**src/rtl/morse_symbol_sequencer.sv**
```systemverilog
// Button front-end for the Morse producer: one valid/ready symbol per press, timed dot/dash tones and gaps.
// Optional MORSE_AUTO_SPACE_EN: a full letter is closed with an automatic space after its last gap.
module morse_symbol_sequencer #(
  parameter int UNIT_CYCLES      = 10,
  parameter int MAX_SYMBOLS      = 5,
  parameter int DASH_UNITS       = 3,
  parameter int LETTER_GAP_UNITS = 3
) (
  input  logic       clk,
  input  logic       Reset,
  input  logic       Dot,
  input  logic       Dash,
  input  logic       Space,
  input  logic       EndSeq,
  input  logic       Clear,
  output logic [2:0] sym_code,
  output logic       sym_valid,
  input  logic       sym_ready,
  output logic       clr_pulse,
  output logic       dot_buzzer,
  output logic       dash_buzzer,
  output logic [2:0] sym_count,
  output logic       letter_full,
  output logic       busy,
  output logic       seq_done
);

  localparam logic [2:0] CODE_NONE  = 3'b000;
  localparam logic [2:0] CODE_DOT   = 3'b001;
  localparam logic [2:0] CODE_DASH  = 3'b010;
  localparam logic [2:0] CODE_SPACE = 3'b011;
  localparam logic [2:0] CODE_END   = 3'b100;

  localparam int MAX_UNITS = (DASH_UNITS > LETTER_GAP_UNITS) ? DASH_UNITS : LETTER_GAP_UNITS;
  localparam int UNIT_W    = $clog2(MAX_UNITS + 1);
  localparam int PRE_W     = $clog2(UNIT_CYCLES);

  localparam logic [PRE_W-1:0]  PRE_LAST  = PRE_W'(UNIT_CYCLES - 1);
  localparam logic [UNIT_W-1:0] DASH_LAST = UNIT_W'(DASH_UNITS - 1);
  localparam logic [UNIT_W-1:0] LGAP_LAST = UNIT_W'(LETTER_GAP_UNITS - 1);

  typedef enum logic [2:0] {IDLE, OFFER, TONE, GAP, LGAP, DONE} state_t;

  state_t            state;
  logic [PRE_W-1:0]  pre;
  logic [UNIT_W-1:0] ucnt;
  logic              prev_dot, prev_dash, prev_space, prev_end, prev_clear;
  logic              dot_edge, dash_edge, space_edge, end_edge, clear_edge;
  logic              pick_valid;
  logic [2:0]        pick_code;
  logic              pre_last;
  logic [UNIT_W-1:0] tone_last;

  assign dot_edge    = Dot & ~prev_dot;
  assign dash_edge   = Dash & ~prev_dash;
  assign space_edge  = Space & ~prev_space;
  assign end_edge    = EndSeq & ~prev_end;
  assign clear_edge  = Clear & ~prev_clear;
  assign pre_last    = (pre == PRE_LAST);
  assign tone_last   = dash_buzzer ? DASH_LAST : '0;
  assign letter_full = (sym_count == 3'(MAX_SYMBOLS));
  assign busy        = (state != IDLE);

  // Only the highest-priority edge survives; a dot/dash into a full letter is dropped entirely.
  always_comb begin
    pick_valid = 1'b0;
    pick_code  = CODE_NONE;
    if (end_edge) begin
      pick_valid = 1'b1;
      pick_code  = CODE_END;
    end else if (space_edge) begin
      pick_valid = 1'b1;
      pick_code  = CODE_SPACE;
    end else if (dash_edge) begin
      pick_valid = ~letter_full;
      pick_code  = CODE_DASH;
    end else if (dot_edge) begin
      pick_valid = ~letter_full;
      pick_code  = CODE_DOT;
    end
  end

  always_ff @(posedge clk or negedge Reset) begin
    if (!Reset) begin
      state       <= IDLE;
      pre         <= '0;
      ucnt        <= '0;
      prev_dot    <= 1'b1;
      prev_dash   <= 1'b1;
      prev_space  <= 1'b1;
      prev_end    <= 1'b1;
      prev_clear  <= 1'b1;
      sym_code    <= CODE_NONE;
      sym_valid   <= 1'b0;
      clr_pulse   <= 1'b0;
      dot_buzzer  <= 1'b0;
      dash_buzzer <= 1'b0;
      sym_count   <= 3'd0;
      seq_done    <= 1'b0;
    end else begin
      prev_dot   <= Dot;
      prev_dash  <= Dash;
      prev_space <= Space;
      prev_end   <= EndSeq;
      prev_clear <= Clear;
      clr_pulse  <= 1'b0;
      pre        <= pre_last ? '0 : pre + 1'b1;
      if (pre_last) ucnt <= ucnt + 1'b1;

      if (clear_edge) begin
        // Clear wins even over a handshake completing this cycle.
        state       <= IDLE;
        pre         <= '0;
        ucnt        <= '0;
        sym_code    <= CODE_NONE;
        sym_valid   <= 1'b0;
        dot_buzzer  <= 1'b0;
        dash_buzzer <= 1'b0;
        sym_count   <= 3'd0;
        seq_done    <= 1'b0;
        clr_pulse   <= 1'b1;
      end else begin
        case (state)
          IDLE: begin
            if (pick_valid) begin
              state     <= OFFER;
              pre       <= '0;
              ucnt      <= '0;
              sym_code  <= pick_code;
              sym_valid <= 1'b1;
            end
          end
          OFFER: begin
            if (sym_ready) begin
              pre       <= '0;
              ucnt      <= '0;
              sym_valid <= 1'b0;
              sym_code  <= CODE_NONE;
              case (sym_code)
                CODE_DOT, CODE_DASH: begin
                  state       <= TONE;
                  dot_buzzer  <= (sym_code == CODE_DOT);
                  dash_buzzer <= (sym_code == CODE_DASH);
                  if (!letter_full) sym_count <= sym_count + 3'd1;
                end
                CODE_SPACE: begin
                  state     <= LGAP;
                  sym_count <= 3'd0;
                end
                default: begin
                  state    <= DONE;
                  seq_done <= 1'b1;
                end
              endcase
            end
          end
          TONE: begin
            if (pre_last && ucnt == tone_last) begin
              state       <= GAP;
              pre         <= '0;
              ucnt        <= '0;
              dot_buzzer  <= 1'b0;
              dash_buzzer <= 1'b0;
            end
          end
          GAP: begin
            if (pre_last && ucnt == '0) begin
              pre  <= '0;
              ucnt <= '0;
`ifdef MORSE_AUTO_SPACE_EN
              if (letter_full) begin
                state     <= OFFER;
                sym_code  <= CODE_SPACE;
                sym_valid <= 1'b1;
              end else begin
                state <= IDLE;
              end
`else
              state <= IDLE;
`endif
            end
          end
          LGAP: begin
            if (pre_last && ucnt == LGAP_LAST) begin
              state <= IDLE;
              pre   <= '0;
              ucnt  <= '0;
            end
          end
          DONE: begin
          end
          default: state <= IDLE;
        endcase
      end
    end
  end

endmodule

```
**config.mk**
```make
export PLATFORM = sky130hd
export DESIGN_NAME = morse_symbol_sequencer
export DESIGN_NICKNAME = d
export VERILOG_FILES = /design/src/rtl/morse_symbol_sequencer.sv
export SDC_FILE = /design/constraint.sdc
export NUM_CORES = 1
export LEC_CHECK = 0
export ABC_AREA = 1
export BUFFER_PORTS_ARGS = -buffer_cell sky130_fd_sc_hd__buf_4
export CAP_MARGIN = 0
export CORE_UTILIZATION = 58
export CTS_BUF_LIST = sky130_fd_sc_hd__clkbuf_8
export CTS_CLUSTER_SIZE = 10
export DETAILED_ROUTE_END_ITERATION = 12
export PLACE_DENSITY = 0.81
export SYNTH_ARGS = -nofsm -noshare
export SYNTH_HDL_FRONTEND = slang
export SYNTH_SLANG_ARGS = --single-unit
export TNS_END_PERCENT = 100
```
**constraint.sdc**
```tcl
create_clock -name clk -period 1.5 [get_ports clk]
set_input_delay 0.15 -clock clk [delete_from_list [all_inputs] [get_ports clk]]
set_output_delay 0.15 -clock clk [all_outputs]
set_load 0.05 [all_outputs]
```
Yosys cells after proc, flatten, opt, wreduce, memory -nomap -nowiden
Index checks and enable logic that the tools add are counted. W data, S select, Z words.

Equal/unequal tests: 21. Muxes and demuxes: 60. Reduce and logical (&&, ||, !) cells: 18. Add/sub/neg operators: 3. Bitwise gates (word level): 11.

Operator list (count): $mux W3 (14); $mux W4 (7); $ne A3 B3 Y1 const B (7); $mux W1 (20); $mux W2 (10); $pmux W4 S5 (1); $pmux W3 S2 (3); $pmux W3 S6 (1); $eq A3 B2 Y1 const B (4); $reduce_bool A3 Y1 (4); $pmux W2 S5 (1); $eq A3 B3 Y1 const B (3); $reduce_and A4 Y1 (2); $eq A3 B1 Y1 const B (2); $not A1 Y1 (6); $pmux W1 S2 (3); $reduce_and A3 Y1 (2); $reduce_and A6 Y1 (1); $and A1 B1 Y1 (5); $add A4 B1 Y4 const B (1); $eq A4 B4 Y1 const B (1); $reduce_bool A2 Y1 (2); $add A3 B1 Y3 const B (1); $logic_and A1 B1 Y1 (3); other kinds (9) (9).

Bits in registers: 25. Word-level logic and storage cells: 128. Input bits: 8. Output and inout bits: 13.

Logic depth before layout (Yosys ltp)
Depth in word-level cells: 9. Mapped depth: 11.

Worst setup path after synthesis
OpenSTA, ideal clock, no wires.

Path type: reg2reg. Start point: register sym_count[0]. End point: register sym_count[0]. Slack: -319 ps. Cell stages (with the launch flop): 8. Path buffers: 0. Data required time: 1381 ps. Arrival time: 1700 ps. Path through: dfrtp_1 -> ha_1 -> nand2_1 -> inv_1 -> nand2_1 -> nand3_1 -> nor2_1 -> o21a_1.

Elaborated cells between the ends (all ways): 9.

RTL lines: start, declared (line 22) `output logic [2:0] sym_count,`; start signal, assigned (line 144) `if (!letter_full) sym_count <= sym_count + 3'd1;`; $eq A3 B3 Y1 (line 61) `assign letter_full = (sym_count == 3'(MAX_SYMBOLS));`; named net letter_full (line 23) `output logic letter_full,`; $ne A3 B3 Y1 (no source line); $reduce_and A4 Y1 (no source line).

The timed path passes the listed nets, and every way through them passes these cells. The select of a mux whose other input is x is not followed. A chain may end at the register's enable or synchronous reset.

Worst setup path in the final report
Start point: register pre[1]. End point: register state[2].

Word-level cells in the longest chain between the ends: 4. Elaborated cells between the ends (all ways): 8.

RTL lines: start, declared (line 45) `logic [PRE_W-1:0] pre;`; start signal, assigned (line 107) `pre <= pre_last ? '0 : pre + 1'b1;`; $eq A4 B4 Y1 (*) (line 59) `assign pre_last = (pre == PRE_LAST);`; $logic_and A1 B1 Y1, on equally long branches (line 184, 158, 167); $ne A3 B3 Y1 (no source line); $reduce_and A6 Y1 (no source line) (*); end signal, assigned (line 179) `state <= IDLE;`; end signal, assigned (line 185) `state <= IDLE;`; end signal, assigned (line 192) `default: state <= IDLE;`; end, declared (line 44) `state_t state;`.

Mark *: on every way between the ends. The rest lies on a longest branch, timed or not.

==> metrics <==
first-pass GRT wire length=5.085 mm; Crit path largest cell delay=0.41 ns; # placed instances=222; Post-Syn Instances=173; Core Area=2255 sq um; GRT overflow=0; layout cells sized above 1=37.38%; Syn Nets=187; setup repair after global routing missed its margin=yes; Die Ht=51.53 um; Final Hold Viols=0; maximum fanout along the worst path=4; Tightest Pin Transition=0.3509 ns; Area contributors post-synth=dfrtp_1 (35%), nand2_1 (13%), dfstp_2 (9.2%); final core occ=81.08%; Max Slew Vio Count=0; Avg Cell Area, Syn=8.223 sq um; Final period util=101.3%; launching element of the worst setup path=pre[1]; Die Wd=51.53 um; initial antenna violation count=0; Fmax=658.3 MHz; reg2reg end=state[2]; row cnt=17; I/O Pins=21; Critical-path top delay cell=dfrtp_1; Synth area leader=dfrtp_1; GP Congestion=0.8962; delay-heaviest family, CP=simple AND/OR/NAND/NOR gates; Seq/Total Area, Yosys=44.42%; launching point of the worst reg2reg path=pre[1]; cell mode on critical path=nand2_1; final setup fails=2; routed wire length=3.196 mm; HP Class=in2async; Post-DP Area=1652 sq um; CP Class=reg2reg; Yosys reg bits=25; Diodes inserted=0; wire per inst=13.66 um; Clock Latency Late Sink=0.28 ns; DRT iter0 DRCs=37; Buf/Inv on CP=1; Initial Util=63.10%; nets=221; Finished Layout Cells=234; final instance area=1828 sq um; Worst EP required=1.66 ns; Lkg Pwr=0.9294 nW; Reg clk slew, reported paths=0.10 ns; remaining antenna violation count=0; YS warnings=0; critical path capture point type=flip-flop; most frequent cells in the layout=nand2_1 (42), buf_4 (25), inv_1 (17), dfrtp_1 (17), nand3_1 (14); pin count of the biggest net entering global routing=26; area grow syn2layout=28.50%; DRC=0; outcome=finished, violations left; Fin Clk Skew=0.01437 ns; Final Power=3.326 mW; Mapped Area=1423 sq um; synth unique cells=28; CTS root buf=clkbuf_8; clk buf depth=2; Die ar.=2655 sq um; flop2flop setup slack=-0.02 ns; Reg2Reg Depth=11; number of global-route vias before repair=1245; final worst slack=-0.01899 ns; CTS tree=built; vias per cell=5.222; maxcap violations=0; peak supply drop=1179 uV; H-tree depth=1; Num CTS Buffers=3; failing checks=negative setup slack; Synth top area share=35.18%; Slew HR=76.53%; router iterations before antenna repair=4; GRT Overall Usage=25.97%; register area=635.6 sq um; fillers=157; Tmin final=1.519 ns; Critical Path AT=1.68 ns; CP Cell Sequence=inv_1 > ha_2 > nand2_2 > nor2_4 > nand2_2 > nand2_2 > nand2_1 > nand2_1 > nand3_2 > nand2_1 > nand2_1; CP startpoint kind=flip-flop; most common cell after layout, fill and taps aside=nand2_1; input/output buffers=20; P per Cell Area=1819 nW/um^2; HPWL after detailed placement=2.184 mm; total clock sinks=25; Multi-input gate area=774.5 sq um; via count=1222
[stage by stage]
stage / TNS, ns / hold slack [ns] / worst slack, ns
floorplan: -0.3315 / -0.1456 / -0.1600
global placement: 0 / 0.06358 / 0.08928
detailed placement: -0.01406 / 0.06825 / -0.01406
CTS: 0 / 0.3002 / 0.006299
global route: -0.3561 / 0.3201 / -0.1043
finish: -0.02011 / 0.2918 / -0.01899
[where the power goes]
| group | internal, mW | switching [mW] | leakage [nW] |
|---|---|---|---|
| sequential | 0.849 | 0.212 | 0.316 |
| clock | 0.189 | 0.231 | 0.0217 |
| combinational | 0.619 | 1.23 | 0.592 |
[Yosys cell counts (all sizes together)]
master	count
nand2	56
inv	22
nand3	21
dfrtp	20
nor2	18
ha	6
nor3	6
o21ai	6
dfstp	5
buf	2
nand4	2
xnor2	2
xor2	2
a21oi	1
o211ai	1
o21a	1
o22ai	1
or2	1
[state kept, by name (all words and copies together) (netlist names), 2 cells and up]
register and flops:
sym_count 3, ucnt 2, sym_code 3, pre 4, state 3
[metal layers]
layer  GRT usage [%]  wire length [um]
met5               0                 0
met3           2.924                83
met4           9.459                28
met2           50.00              1720
met1           28.93              1364
[worst register-to-register path: cells and delay by family (launching register included)]
kind / cells / cell delay (ns)
fa+ha+maj: 1 / 0.17
buf+inv: 1 / 0.06
simple gates: 9 / 0.78
flops: 1 / 0.41
[how the worst max path moves through the flow]
stage | end | slack [ns] | cells after the start
3_5_place_dp | state[2] | -0.01 | 10
3_3_place_gp | state[2] | 0.09 | 10
5_1_grt | state[0] | -0.10 | 10
2_1_floorplan | sym_count[0] | -0.16 | 9
4_1_cts | state[2] | 0.006 | 10
6_report | state[2] | -0.02 | 11
[repair_timing]
action	4_1_cts	5_1_grt
hold endpoints to repair	25	0
gates cloned	0	0
setup endpoints to repair	3	12
buffers inserted	0	2
gates resized for setup	2	13
pin swaps	0	9
hold buffers	6	0
[cell families (layout without fill, tap and decap cells)]
group,Yosys count,count (layout),share of synthesized area (%)
buffers and inverters,24,57,6.684
AOI/OAI and AO/OA,10,10,4.925
xor gates and xnor gates,4,4,2.463
DFF,25,25,44.42
and+or+nand+nor,104,104,36.24
adders and majority gates,6,6,5.277
[cell type report]
cell class | count | area share (%)
timing repair buffer | 31 | 13.55
clock inverter | 1 | 0.4107
tap | 28 | 1.916
inverter | 22 | 4.723
multi-input combinational | 124 | 42.37
sequential | 25 | 34.77
clock buffer | 3 | 2.259
Note: power is estimated with default switching activity, not from simulation.
